==> src/rtl/clk_controller.sv <==
// clk_controller: CPU clock generator for the SAP-2 core.
// Produces a divided free-running clock (four speeds), single-step pulses
// from a debounced button, and one-cycle rise/fall strobes aligned with clk_out.
// A halt never truncates a high phase; only enable low or reset cut it short.
module clk_controller #(
  parameter int DIV_WIDTH        = 25,
  parameter int DIV_0            = 25_000_000,
  parameter int DIV_1            = 2_500_000,
  parameter int DIV_2            = 250_000,
  parameter int DIV_3            = 2_500,
  parameter int STEP_HIGH_CYCLES = 1_000
) (
  input  logic       i_clk_in,
  input  logic       i_rst,
  input  logic       i_enable,
  input  logic       i_hlt,
  input  logic       i_mode,
  input  logic [1:0] i_speed_sel,
  input  logic       i_step,
  output logic       o_clk_out,
  output logic       o_clk_rise,
  output logic       o_clk_fall,
  output logic       o_running
);

  typedef enum logic [1:0] {
    ST_IDLE      = 2'd0,
    ST_RUN_LOW   = 2'd1,
    ST_RUN_HIGH  = 2'd2,
    ST_STEP_HIGH = 2'd3
  } state_t;

  // A zero step width would never terminate the pulse, so it is clamped to one.
  localparam int STEP_LEN = (STEP_HIGH_CYCLES < 1) ? 1 : STEP_HIGH_CYCLES;
  localparam logic [DIV_WIDTH-1:0] CNT_ZERO  = {DIV_WIDTH{1'b0}};
  localparam logic [DIV_WIDTH-1:0] CNT_ONE   = {{(DIV_WIDTH-1){1'b0}}, 1'b1};
  localparam logic [DIV_WIDTH-1:0] STEP_LAST = DIV_WIDTH'(STEP_LEN - 1);
  localparam logic [DIV_WIDTH-1:0] RST_DIV   =
    (DIV_WIDTH'(DIV_0) == CNT_ZERO) ? CNT_ONE : DIV_WIDTH'(DIV_0);

  // Map a speed selection to its half-period; a zero divisor becomes one so
  // the terminal-count compare never wraps.
  function automatic logic [DIV_WIDTH-1:0] sel_div(input logic [1:0] sel);
    logic [DIV_WIDTH-1:0] v;
    case (sel)
      2'd0:    v = DIV_WIDTH'(DIV_0);
      2'd1:    v = DIV_WIDTH'(DIV_1);
      2'd2:    v = DIV_WIDTH'(DIV_2);
      2'd3:    v = DIV_WIDTH'(DIV_3);
      default: v = DIV_WIDTH'(DIV_0);
    endcase
    if (v == CNT_ZERO) begin
      sel_div = CNT_ONE;
    end else begin
      sel_div = v;
    end
  endfunction

  state_t               r_state;
  logic [DIV_WIDTH-1:0] r_cnt;
  logic [DIV_WIDTH-1:0] r_div_q;
  logic                 r_step_d;
  logic                 r_clk_out;
  logic                 r_clk_rise;
  logic                 r_clk_fall;
  logic                 r_running;

  state_t               w_state_nxt;
  logic [DIV_WIDTH-1:0] w_cnt_nxt;
  logic [DIV_WIDTH-1:0] w_div_nxt;
  logic [DIV_WIDTH-1:0] w_div_sel;
  logic [DIV_WIDTH-1:0] w_cnt_inc;
  logic                 w_step_edge;
  logic                 w_go;
  logic                 w_div_done;
  logic                 w_step_done;
  logic                 w_high_nxt;

  assign w_step_edge = i_step & ~r_step_d;
  assign w_go        = i_enable & ~i_hlt;
  assign w_div_sel   = sel_div(i_speed_sel);
  assign w_cnt_inc   = r_cnt + CNT_ONE;
  assign w_div_done  = (r_cnt == (r_div_q - CNT_ONE));
  assign w_step_done = (r_cnt == STEP_LAST);
  assign w_high_nxt  = (w_state_nxt == ST_RUN_HIGH) || (w_state_nxt == ST_STEP_HIGH);

  // Next-state, counter and divisor-latch decisions for the clock FSM.
  always_comb begin
    w_state_nxt = r_state;
    w_cnt_nxt   = r_cnt;
    w_div_nxt   = r_div_q;
    case (r_state)
      ST_IDLE: begin
        if (w_go && !i_mode) begin
          w_state_nxt = ST_RUN_LOW;
          w_cnt_nxt   = CNT_ZERO;
          w_div_nxt   = w_div_sel;
        end else if (w_go && i_mode && w_step_edge) begin
          w_state_nxt = ST_STEP_HIGH;
          w_cnt_nxt   = CNT_ZERO;
        end else begin
          w_state_nxt = ST_IDLE;
        end
      end
      ST_RUN_LOW: begin
        // Output is already low here, so any stop request can act at once.
        if (!i_enable || i_hlt || i_mode) begin
          w_state_nxt = ST_IDLE;
          w_cnt_nxt   = CNT_ZERO;
        end else if (w_div_done) begin
          w_state_nxt = ST_RUN_HIGH;
          w_cnt_nxt   = CNT_ZERO;
        end else begin
          w_cnt_nxt   = w_cnt_inc;
        end
      end
      ST_RUN_HIGH: begin
        // Only enable low cuts the high phase; hlt/mode wait for its end.
        if (!i_enable) begin
          w_state_nxt = ST_IDLE;
          w_cnt_nxt   = CNT_ZERO;
        end else if (w_div_done) begin
          if (!i_hlt && !i_mode) begin
            w_state_nxt = ST_RUN_LOW;
            w_cnt_nxt   = CNT_ZERO;
            w_div_nxt   = w_div_sel;
          end else begin
            w_state_nxt = ST_IDLE;
            w_cnt_nxt   = CNT_ZERO;
          end
        end else begin
          w_cnt_nxt   = w_cnt_inc;
        end
      end
      ST_STEP_HIGH: begin
        // Step edges seen here are dropped rather than queued.
        if (!i_enable || w_step_done) begin
          w_state_nxt = ST_IDLE;
          w_cnt_nxt   = CNT_ZERO;
        end else begin
          w_cnt_nxt   = w_cnt_inc;
        end
      end
      default: begin
        w_state_nxt = ST_IDLE;
        w_cnt_nxt   = CNT_ZERO;
        w_div_nxt   = RST_DIV;
      end
    endcase
  end

  // State register plus outputs registered from the next-state decode.
  always_ff @(posedge i_clk_in) begin
    if (i_rst) begin
      r_state    <= ST_IDLE;
      r_cnt      <= CNT_ZERO;
      r_div_q    <= RST_DIV;
      r_step_d   <= 1'b0;
      r_clk_out  <= 1'b0;
      r_clk_rise <= 1'b0;
      r_clk_fall <= 1'b0;
      r_running  <= 1'b0;
    end else begin
      r_state    <= w_state_nxt;
      r_cnt      <= w_cnt_nxt;
      r_div_q    <= w_div_nxt;
      r_step_d   <= i_step;
      r_clk_out  <= w_high_nxt;
      r_clk_rise <= w_high_nxt & ~r_clk_out;
      r_clk_fall <= ~w_high_nxt & r_clk_out;
      r_running  <= (w_state_nxt != ST_IDLE);
    end
  end

  assign o_clk_out  = r_clk_out;
  assign o_clk_rise = r_clk_rise;
  assign o_clk_fall = r_clk_fall;
  assign o_running  = r_running;

endmodule

==> config.mk <==
export PLATFORM = sky130hd
export DESIGN_NAME = clk_controller
export DESIGN_NICKNAME = d
export VERILOG_FILES = /design/src/rtl/clk_controller.sv
export SDC_FILE = /design/constraint.sdc
export NUM_CORES = 1
export LEC_CHECK = 0
export BUFFER_PORTS_ARGS = -buffer_cell sky130_fd_sc_hd__buf_2
export CORE_ASPECT_RATIO = 1.25
export CORE_MARGIN = 2
export CORE_UTILIZATION = 56
export DETAILED_ROUTE_END_ITERATION = 6
export PLACE_DENSITY_LB_ADDON = 0.25
export SLEW_MARGIN = 20
export SYNTH_ARGS = -nofsm -noshare
export SYNTH_HDL_FRONTEND = slang
export SYNTH_SLANG_ARGS = --single-unit
==> constraint.sdc <==
create_clock -name i_clk_in -period 2.8 [get_ports i_clk_in]
set_input_delay 0.28 -clock i_clk_in [delete_from_list [all_inputs] [get_ports i_clk_in]]
set_output_delay 0.28 -clock i_clk_in [all_outputs]
set_load 0.05 [all_outputs]
==> flow_metrics.env, run 1 <==
export IMPL_vias=2781
export IMPL_core_sq_um=4765
export IMPL_leakage_nw=1.310
export IMPL_grt_antenna_before_repair=0
export IMPL_min_path_cells=2
export IMPL_crit_type="reg2reg"
export IMPL_dieArea_sq_um=5534
export IMPL_clkSlewWorstSetupHoldPaths_ns=0.08
export IMPL_multi_input_area_sq_um=1858
export IMPL_gp_congestion=0.9598
export IMPL_grt_max_degree=30
export IMPL_fin_skew_ns=0.007458
export IMPL_slew_headroom_pct=53.38
export IMPL_synth_area_top_cells="dfxtp_1 (31%), nand2_1 (6.4%), nor2_1 (4.2%), xor2_1 (4.1%), mux2i_1 (4.0%)"
export IMPL_grt_overflow=0
export IMPL_rsz0062_at_grt="yes"
export IMPL_cts_buffer_depth=2
export IMPL_period_share_pct=110.2
export IMPL_yosys_area_top_type="dfxtp_1"
export IMPL_grt_usage_pct=27.98
export IMPL_cp_max_fo=4
export IMPL_power_total_w=0.001399
export IMPL_synthFlopType="dfxtp_1"
export IMPL_io_pins=12
export IMPL_power_density_nw_per_um2=424.4
export IMPL_critical_path_required_ns=2.99
export IMPL_cts_tree="done"
export IMPL_worstSkewPairLatency_ns=0.30
export IMPL_synth_seq_cells=43
export IMPL_violations="negative setup slack"
export IMPL_post_route_util_pct=69.17
export IMPL_endpoint_kind="flip-flop"
export IMPL_intPower_w=0.0009411
export IMPL_drc=0
export IMPL_clkPwrFrac_pct=28.0
export IMPL_syn_area_sq_um=2773
export IMPL_row_count=28
export IMPL_syn_inst=364
export IMPL_start_util_pct=58.19
export IMPL_peakVddDrop_uv=437.8
export IMPL_routed_wl_microns=7367
export IMPL_ant_nets=0
export IMPL_drtIter0Drc=265
export IMPL_cts_sinks=43
export IMPL_clockRootBuffer="clkbuf_8"
export IMPL_synth_commonest_cells="nand2_1 (47), dfxtp_1 (43), nor2_1 (31)"
export IMPL_slowest_stage="or4b_4"
export IMPL_synth_edff_count=0
export IMPL_p_switching_w=0.0004575
export IMPL_die_h_microns=82.67
export IMPL_period_minus_slack_ns=3.086
export IMPL_viasPerCell=6.126
export IMPL_cp_slowest_stage_delay_ns=0.50
export IMPL_grt_pass1_vias=2491
export IMPL_cp_cell_sequence="inv_2 -> ha_4 -> or4b_4 -> or2_4 -> nor2b_4 -> a311o_1 -> a2111oi_4 -> nand4_4 -> buf_4 -> mux2i_4 -> a211oi_2 -> or2_2"
export IMPL_clock_fmax_ghz=0.3241
export IMPL_syn_nets=379
export IMPL_r2r_slack_ns=-0.29
export IMPL_holdCritPathClass="in2reg"
export IMPL_worst_slew_pin_slew_ns=0.6902
export IMPL_final_seq_area_sq_um=863.3
export IMPL_synth_seq_area_share_pct=31.05
export IMPL_n_antenna_cell=0
export IMPL_firstDrtPassIters=5
export IMPL_drive_above_1_share_pct=22.59
export IMPL_synth_warnings=0
export IMPL_hold_slack_ns=0.2198
export IMPL_area_growth_pct=18.86
export IMPL_cts_made_buffers=5
export IMPL_hold_viol=0
export IMPL_nFillCells=417
export IMPL_synth_most_common_cell="nand2_1"
export IMPL_outcome="complete, but fails checks"
export IMPL_setup_slack_ns=-0.2856
export IMPL_ys_types=50
export IMPL_crit_path_start_kind="flip-flop"
export IMPL_nNetsFinal=408
export IMPL_syn_avg_cell_area_sq_um=7.617
export IMPL_die_x_microns=66.94
export IMPL_drv_slew=0
export IMPL_drt_wirelength_per_cell_microns=16.23
export IMPL_comb_power_share_pct=24.7
export IMPL_synth_top_area_share_pct=31.05
export IMPL_htreeDepth=2
export IMPL_dp_final_hpwl_microns=5156
export IMPL_async_reset_ff_share_pct=0
export IMPL_cp_arrival_ns=3.27
export IMPL_finalSetupViolCount=41
export IMPL_grt_pass1_wl_microns=11620
export IMPL_cap_violations=0
export IMPL_reg2reg_depth=12
export IMPL_port_buffers=11
export IMPL_switching_share_pct=32.71
export IMPL_power_frac_seq_pct=47.2
[per-stage QoR]
step	worst slack (ns)	instances	setup TNS, ns	instance area [sq um]
4_1_cts	-0.2061	453	-4.295	3256
5_1_grt	-0.3799	454	-10.63	3296
3_5_place_dp	-0.2635	441	-6.125	3083
2_1_floorplan	-0.09282	364	-0.6647	2821
3_3_place_gp	-0.2559	441	-5.875	3083
6_report	-0.2856	454	-7.172	3296
[layout make-up]
type                            instances  share of cell area, %
Clock buffer                            7                  2.316
Inverter                               13                  1.481
Tap cell                               60                  2.278
Timing Repair Buffer                   50                  11.20
Sequential cell                        43                  26.20
Multi-Input combinational cell        280                  56.38
Clock inverter                          1                 0.1519
[power groups by stage]
stage	Combinational (W)	Clock [W]	Sequential (W)
3_3_place_gp	0.000301	0	0.000673
4_1_cts	0.000330	0.000388	0.000660
2_1_floorplan	0.000183	0	0.000712
3_5_place_dp	0.000307	0	0.000674
5_1_grt	0.000369	0.000409	0.000663
6_report	0.000346	0.000392	0.000661
[what timing repair did]
action | in CTS | in global routing
gates cloned | 1 | 0
pin swaps | 7 | 2
hold buffers | 0 | 0
setup buffers | 3 | 1
endpoints found under the hold margin | 0 | 0
setup endpoints to repair | 41 | 42
resized for setup | 17 | 9
[sequential cells by signal, indices dropped and copies added (netlist names)]
| register | flops |
|---|---|
| o_clk_fall | 1 |
| o_clk_out | 1 |
| o_clk_rise | 1 |
| o_running | 1 |
| r_cnt | 25 |
| r_div_q | 11 |
| r_state | 2 |
| r_step_d | 1 |
[final timing paths]
check                           from               endpoint
min reg2reg     o_clk_out$_SDFF_PP0_  o_clk_rise$_SDFF_PP0_
max          r_div_q[0]$_SDFFE_PP0P_   o_running$_SDFF_PP0_
min                           i_step    r_step_d$_SDFF_PP0_
max reg2reg  r_div_q[0]$_SDFFE_PP0P_   o_running$_SDFF_PP0_
[worst max-delay path: cells and delay by family, from the launching register on]
kind	cells	cell delay [ns]
compound gates	3	0.70
fa+ha+maj	1	0.12
buf+inv	2	0.25
flops	1	0.33
mux	1	0.18
simple gates	5	1.39
[metal layers]
layer | wire [microns] | track usage (%) | up-vias
met5 | 0 | 0 | -
met2 | 3720 | 48.40 | 102
met1 | 3004 | 33.92 | 1294
li1 | - | - | 1355
met4 | 261 | 12.45 | 0
met3 | 381 | 4.607 | 30
[cell usage in the layout (no fill, tap or decap), types with 6 or more instances in the layout]
master,n
o211ai_1,7
nor4_1,8
buf_2,12
xnor2_1,6
nand4_1,8
nand2_1,44
dfxtp_1,41
a31oi_1,7
xor2_1,13
inv_1,11
nor3b_1,11
buf_4,34
nor2_1,31
nor3_1,9
and3_1,9
o21ai_0,17
nand3_1,22
mux2i_1,10
ha_1,6
[cells by family after synthesis]
logic type | after synthesis | share of synthesized area [%]
buffers and inverters | 41 | 5.912
adder cells (fa/ha/maj) | 7 | 3.159
AO/OA/AOI/OAI | 68 | 17.37
multiplexers | 11 | 3.971
flip-flops | 43 | 31.05
XOR/XNOR | 19 | 6.002
AND/OR/NAND/NOR | 175 | 32.54
Power figures use the tool's default switching activity.
==> run 2: changes to the inputs <==
- SETUP_SLACK_MARGIN: not set -> 0.3
==> run 2 against run 1 <==
  * The run still ends with negative setup slack left
  * Maximum frequency up 1.5%
  * Count of clock-buffer cells in the layout decreased by 1
  * First-iteration DRC count decreased by 11%
  * Worst setup slack better by 0.045 ns
  * Wire length up 1.3%
  * Worst hold slack better by 0.0050 ns
  * Sequential power about the same
  * Power up 3.2%
  * Final area up 2.7%
  * Sequential share of layout area fell by 0.68 points
  * Clock skew is essentially flat
  * Utilization is 1.8 points higher
  * Critical path type unchanged
==> flow_metrics.env, run 2 (synthesized netlist as in run 1, its figures left out) <==
export IMPL_outcome="complete, but fails checks"
export IMPL_violations="negative setup slack"
export IMPL_start_util_pct=58.19
export IMPL_worstSkewPairLatency_ns=0.30
export IMPL_dieArea_sq_um=5534
export IMPL_drc=0
export IMPL_crit_type="reg2reg"
export IMPL_cts_tree="done"
export IMPL_port_buffers=11
export IMPL_drtIter0Drc=236
export IMPL_crit_path_start_kind="flip-flop"
export IMPL_finalSetupViolCount=41
export IMPL_vias=2815
export IMPL_crit_start="r_div_q[2]$_SDFFE_PP0P_"
export IMPL_critical_path_cell_count=11
export IMPL_stdcell_count=449
export IMPL_gp_congestion=0.9014
export IMPL_top_register="r_cnt"
export IMPL_cp_cell_sequence="inv_2 -> ha_4 -> or4b_4 -> or2_1 -> nor2b_1 -> a311o_1 -> a2111oi_4 -> nand4_4 -> a211o_4 -> or3_4 -> a21oi_2"
export IMPL_cp_top_family="simple AND/OR/NAND/NOR gates"
export IMPL_worst_path_buf_inv=1
export IMPL_drv_slew=0
export IMPL_cts_made_buffers=5
export IMPL_post_place_ws_ns=-0.2217
export IMPL_core_sq_um=4765
export IMPL_slowest_stage="or4b_4"
export IMPL_hold_slack_ns=0.2248
export IMPL_leakage_nw=1.307
export IMPL_ant_nets=0
export IMPL_hold_viol=0
export IMPL_r2r_slack_ns=-0.24
export IMPL_cts_sinks=43
export IMPL_r2r_start="r_div_q[2]$_SDFFE_PP0P_"
export IMPL_min_delay_start="i_step"
export IMPL_final_common_cell="nand2_1"
export IMPL_hold_path_end="r_step_d$_SDFF_PP0_"
export IMPL_setup_slack_ns=-0.2407
export IMPL_cap_violations=0
export IMPL_placedCellCount=438
export IMPL_grt_pass1_wl_microns=11420
export IMPL_grt_antenna_before_repair=0
export IMPL_io_pins=12
export IMPL_clockRootBuffer="clkbuf_8"
export IMPL_grt_max_degree=30
export IMPL_peakVddDrop_uv=398.2
export IMPL_final_cell_mix="nand2_1 (44), dfxtp_1 (41), nor2_1 (30), buf_4 (29), nand3_1 (20)"
export IMPL_cts_buffer_depth=2
export IMPL_cp_slowest_stage_delay_ns=0.49
export IMPL_drt_wirelength_per_cell_microns=16.62
export IMPL_final_setup_tns_ns=-6.526
export IMPL_cp_max_fo=7
export IMPL_die_h_microns=82.67
export IMPL_viasPerCell=6.269
export IMPL_n_antenna_cell=0
export IMPL_fin_skew_ns=0.006993
export IMPL_endpoint_kind="flip-flop"
export IMPL_reg2reg_depth=11
export IMPL_dp_final_hpwl_microns=5055
export IMPL_grt_pass1_vias=2486
export IMPL_htreeDepth=2
export IMPL_nNetsFinal=404
export IMPL_critical_path_required_ns=3.04
export IMPL_worst_slew_pin_slew_ns=0.8805
export IMPL_row_count=28
export IMPL_grt_usage_pct=26.83
export IMPL_power_density_nw_per_um2=426.8
export IMPL_firstDrtPassIters=5
export IMPL_routed_wl_microns=7464
export IMPL_rsz0062_at_grt="yes"
export IMPL_grt_overflow=0
export IMPL_min_path_cells=2
export IMPL_slew_headroom_pct=41.24
export IMPL_clkSlewWorstSetupHoldPaths_ns=0.08
export IMPL_nFillCells=390
export IMPL_period_share_pct=108.6
export IMPL_die_x_microns=66.94
export IMPL_holdCritPathClass="in2reg"
export IMPL_r2r_end="r_div_q[8]$_SDFFE_PP0P_"
export IMPL_final_area_sq_um=3383
export IMPL_clock_fmax_ghz=0.3289
export IMPL_area_growth_pct=22.02
export IMPL_largest_reg_flops=25
export IMPL_place_area_sq_um=3097
export IMPL_drive_above_1_share_pct=24.42
export IMPL_reg_top3="r_cnt x25, r_div_q x11, r_state x2"
export IMPL_cp_arrival_ns=3.28
export IMPL_period_minus_slack_ns=3.041
run 2: cell count changes in the layout (fill, tap and decap cells not counted), moves of 2 or more:
cell / previous run / this run
o21ai_0: 17 / 4
o21ai_1: 1 / 8
o21ai_2: 1 / 7
buf_4: 34 / 29
buf_6: 3 / 1
clkbuf_1: 2 / 0
clkbuf_16: 0 / 2
mux2i_2: 0 / 2
nand3_1: 22 / 20
nand3_2: 0 / 2
run 2: worst max path at each step:
stage / to / slack (ns)
3_3_place_gp: r_div_q[8]$_SDFFE_PP0P_ / -0.18
4_1_cts: r_div_q[8]$_SDFFE_PP0P_ / -0.23
6_report: r_div_q[8]$_SDFFE_PP0P_ / -0.24
2_1_floorplan: r_div_q[8]$_SDFFE_PP0P_ / -0.09
5_1_grt: r_cnt[16]$_SDFFE_PP0P_ / -0.33
3_5_place_dp: r_div_q[8]$_SDFFE_PP0P_ / -0.22
run 2: where the power goes:
part           switching [W]  internal, W  leakage, nW
combinational       0.000230     0.000155        0.910
sequential         0.0000226     0.000638        0.349
clock               0.000205     0.000194       0.0470
run 2: what timing repair did:
item	CTS	global route
setup endpoints to repair	42	42
resized for setup	10	21
gates cloned	1	2
hold buffers	0	0
setup buffers	1	0
pin swaps	2	6
run 2: final cells by class:
cell class                 count  area [sq um]  area share, %
clock buffer                   6         82.58          2.441
clock inverter                 1         5.005         0.1479
inverter                      13         48.80          1.442
multi-input combinational    280          1907          56.36
sequential                    43         863.3          25.52
tap                           60         75.07          2.219
timing repair buffer          46         401.6          11.87
run 2: metal layers:
metal / track usage, % / vias to the layer above / routed length (microns)
met5: 0 / - / 0
met4: 10.41 / 0 / 191
met3: 3.794 / 18 / 386
met2: 47.40 / 105 / 3859
met1: 32.75 / 1344 / 3026
li1: - / 1348 / -
run 2: stage by stage:
step	total power [W]	utilization, %
2_1_floorplan	0.0009055	-
4_1_cts	0.001390	68.17
6_report	0.001444	71.01
3_3_place_gp	0.0009815	64.99
3_5_place_dp	0.0009854	64.99
5_1_grt	0.001504	71.01
==> run 3: changes to the inputs <==
==> constraint.sdc (replaced) <==
create_clock -name i_clk_in -period 2.8 [get_ports i_clk_in]
set_input_delay 0.42 -clock i_clk_in [delete_from_list [all_inputs] [get_ports i_clk_in]]
set_output_delay 0.42 -clock i_clk_in [all_outputs]
set_load 0.05 [all_outputs]
==> run 3 against run 2 <==
  * The run still ends with negative setup slack left
  * Cell count unchanged
  * Sequential power about the same
  * Die area did not move
  * Count of clock-buffer cells in the layout stayed put
  * Sequential cell count did not move
  * Clock skew is 0.0023 ns higher
  * Combinational power down 5.5%
  * Highest routed layer unchanged
==> flow_metrics.env, run 3 (synthesized netlist as in run 1, its figures left out) <==
export IMPL_post_route_util_pct=71.40
export IMPL_power_density_nw_per_um2=449.7
export IMPL_stdcell_count=449
export IMPL_grt_antenna_before_repair=0
export IMPL_vias=2764
export IMPL_row_count=28
export IMPL_hold_viol=0
export IMPL_violations="negative setup slack"
export IMPL_final_seq_area_sq_um=863.3
export IMPL_leakage_nw=1.307
export IMPL_dp_final_hpwl_microns=5122
export IMPL_slew_headroom_pct=59.45
export IMPL_clockRootBuffer="clkbuf_8"
export IMPL_io_pins=12
export IMPL_fin_skew_ns=0.009311
export IMPL_cts_buffer_depth=2
export IMPL_peakVddDrop_uv=490.3
export IMPL_rsz0062_at_grt="yes"
export IMPL_worst_slew_pin_slew_ns=0.6005
export IMPL_port_buffers=11
export IMPL_r2r_start="r_div_q[2]$_SDFFE_PP0P_"
export IMPL_final_common_cell="nand2_1"
export IMPL_die_x_microns=66.94
export IMPL_post_place_ws_ns=-0.2334
export IMPL_grt_overflow=0
export IMPL_cp_max_fo=5
export IMPL_period_minus_slack_ns=3.011
export IMPL_clkSlewWorstSetupHoldPaths_ns=0.08
export IMPL_nFillCells=383
export IMPL_drtIter0Drc=252
export IMPL_nNetsFinal=403
export IMPL_r2r_slack_ns=-0.21
export IMPL_drc=0
export IMPL_crit_end="r_div_q[8]$_SDFFE_PP0P_"
export IMPL_finalSetupViolCount=32
export IMPL_viasPerCell=6.156
export IMPL_endpoint_kind="flip-flop"
export IMPL_drive_above_1_share_pct=24.42
export IMPL_placedCellCount=439
export IMPL_holdCritPathClass="in2reg"
export IMPL_clock_fmax_ghz=0.3321
export IMPL_cap_violations=0
export IMPL_start_util_pct=58.19
export IMPL_grt_usage_pct=28.07
export IMPL_n_antenna_cell=0
export IMPL_crit_start="r_div_q[2]$_SDFFE_PP0P_"
export IMPL_die_h_microns=82.67
export IMPL_largest_reg_flops=25
export IMPL_period_share_pct=107.5
export IMPL_cts_made_buffers=5
export IMPL_reg_top3="r_cnt x25, r_div_q x11, r_state x2"
export IMPL_core_sq_um=4765
export IMPL_power_total_w=0.001530
export IMPL_routed_wl_microns=7243
export IMPL_crit_type="reg2reg"
export IMPL_firstDrtPassIters=5
export IMPL_cp_arrival_ns=3.25
export IMPL_reg2reg_depth=11
export IMPL_outcome="complete, but fails checks"
export IMPL_dieArea_sq_um=5534
export IMPL_worstSkewPairLatency_ns=0.30
export IMPL_drt_wirelength_per_cell_microns=16.13
export IMPL_grt_max_degree=30
export IMPL_hold_buffers=0
export IMPL_critical_path_required_ns=3.04
export IMPL_gp_congestion=0.9246
export IMPL_grt_pass1_vias=2505
export IMPL_area_growth_pct=22.70
export IMPL_htreeDepth=2
export IMPL_cts_sinks=43
export IMPL_final_cell_mix="nand2_1 (45), dfxtp_1 (41), nor2_1 (31), buf_4 (31), nand3_1 (20)"
export IMPL_top_register="r_cnt"
export IMPL_r2r_end="r_div_q[8]$_SDFFE_PP0P_"
export IMPL_multi_input_area_sq_um=1958
export IMPL_drv_slew=0
export IMPL_crit_path_start_kind="flip-flop"
export IMPL_grt_pass1_wl_microns=11720
export IMPL_cts_tree="done"
export IMPL_ant_nets=0
export IMPL_setup_slack_ns=-0.2109
## run 3: changes by cell type in the layout (fill, tap and decap cells not counted), sizes merged
cell / delta
clkbuf: -2
bufinv: +1
buf: +1
## run 3: cell type report
class | count | area share, %
clock buffer | 6 | 2.427
tap | 60 | 2.207
multi-input combinational | 280 | 57.56
timing repair buffer | 45 | 9.967
inverter | 13 | 1.434
sequential | 43 | 25.38
clock inverter | 2 | 1.030
## run 3: worst min-delay path by stage
stage	cells after the start	from	endpoint
3_5_place_dp	1	o_clk_out$_SDFF_PP0_	o_clk_rise$_SDFF_PP0_
4_1_cts	2	i_step	r_step_d$_SDFF_PP0_
5_1_grt	2	i_step	r_step_d$_SDFF_PP0_
6_report	2	i_step	r_step_d$_SDFF_PP0_
3_3_place_gp	1	o_clk_out$_SDFF_PP0_	o_clk_rise$_SDFF_PP0_
2_1_floorplan	2	r_cnt[24]$_SDFFE_PP0P_	r_cnt[24]$_SDFFE_PP0P_
## run 3: per-stage QoR
stage	area, sq um	hold slack (ns)	setup TNS, ns
2_1_floorplan	2854	0.4690	-0.7024
3_3_place_gp	3104	0.4281	-2.040
3_5_place_dp	3104	0.4295	-3.467
4_1_cts	3288	0.3665	-2.818
5_1_grt	3402	0.3991	-6.996
6_report	3402	0.3660	-2.833
## run 3: metal layers
| metal | routed length [microns] | up-vias | global-route usage [%] |
|---|---|---|---|
| li1 | - | 1350 | - |
| met1 | 3006 | 1318 | 33.64 |
| met2 | 3749 | 83 | 49.60 |
| met3 | 340 | 13 | 4.878 |
| met4 | 146 | 0 | 11.02 |
| met5 | 0 | - | 0 |
## run 3: worst max-delay path, cell delays in order, from the launching register on
cell and delay (ns):
dfxtp_2 0.33, inv_2 0.06, ha_4 0.12, or4b_4 0.49, or2_0 0.26, nor2b_1 0.13, a311o_1 0.30, a2111oi_4 0.25
nand4_4 0.16, a211o_4 0.40, or3_4 0.33, a21oi_2 0.11
## run 3: power breakdown
| group | switching (W) | leakage, nW | internal [W] |
|---|---|---|---|
| clock network | 0.000217 | 0.0612 | 0.000289 |
| logic | 0.000228 | 0.896 | 0.000136 |
| registers | 0.0000223 | 0.349 | 0.000638 |
## run 3: timing repair
item,CTS,global route
endpoints found under the setup margin,42,42
setup buffers,2,0
resized for setup,12,18
pin swaps,3,5
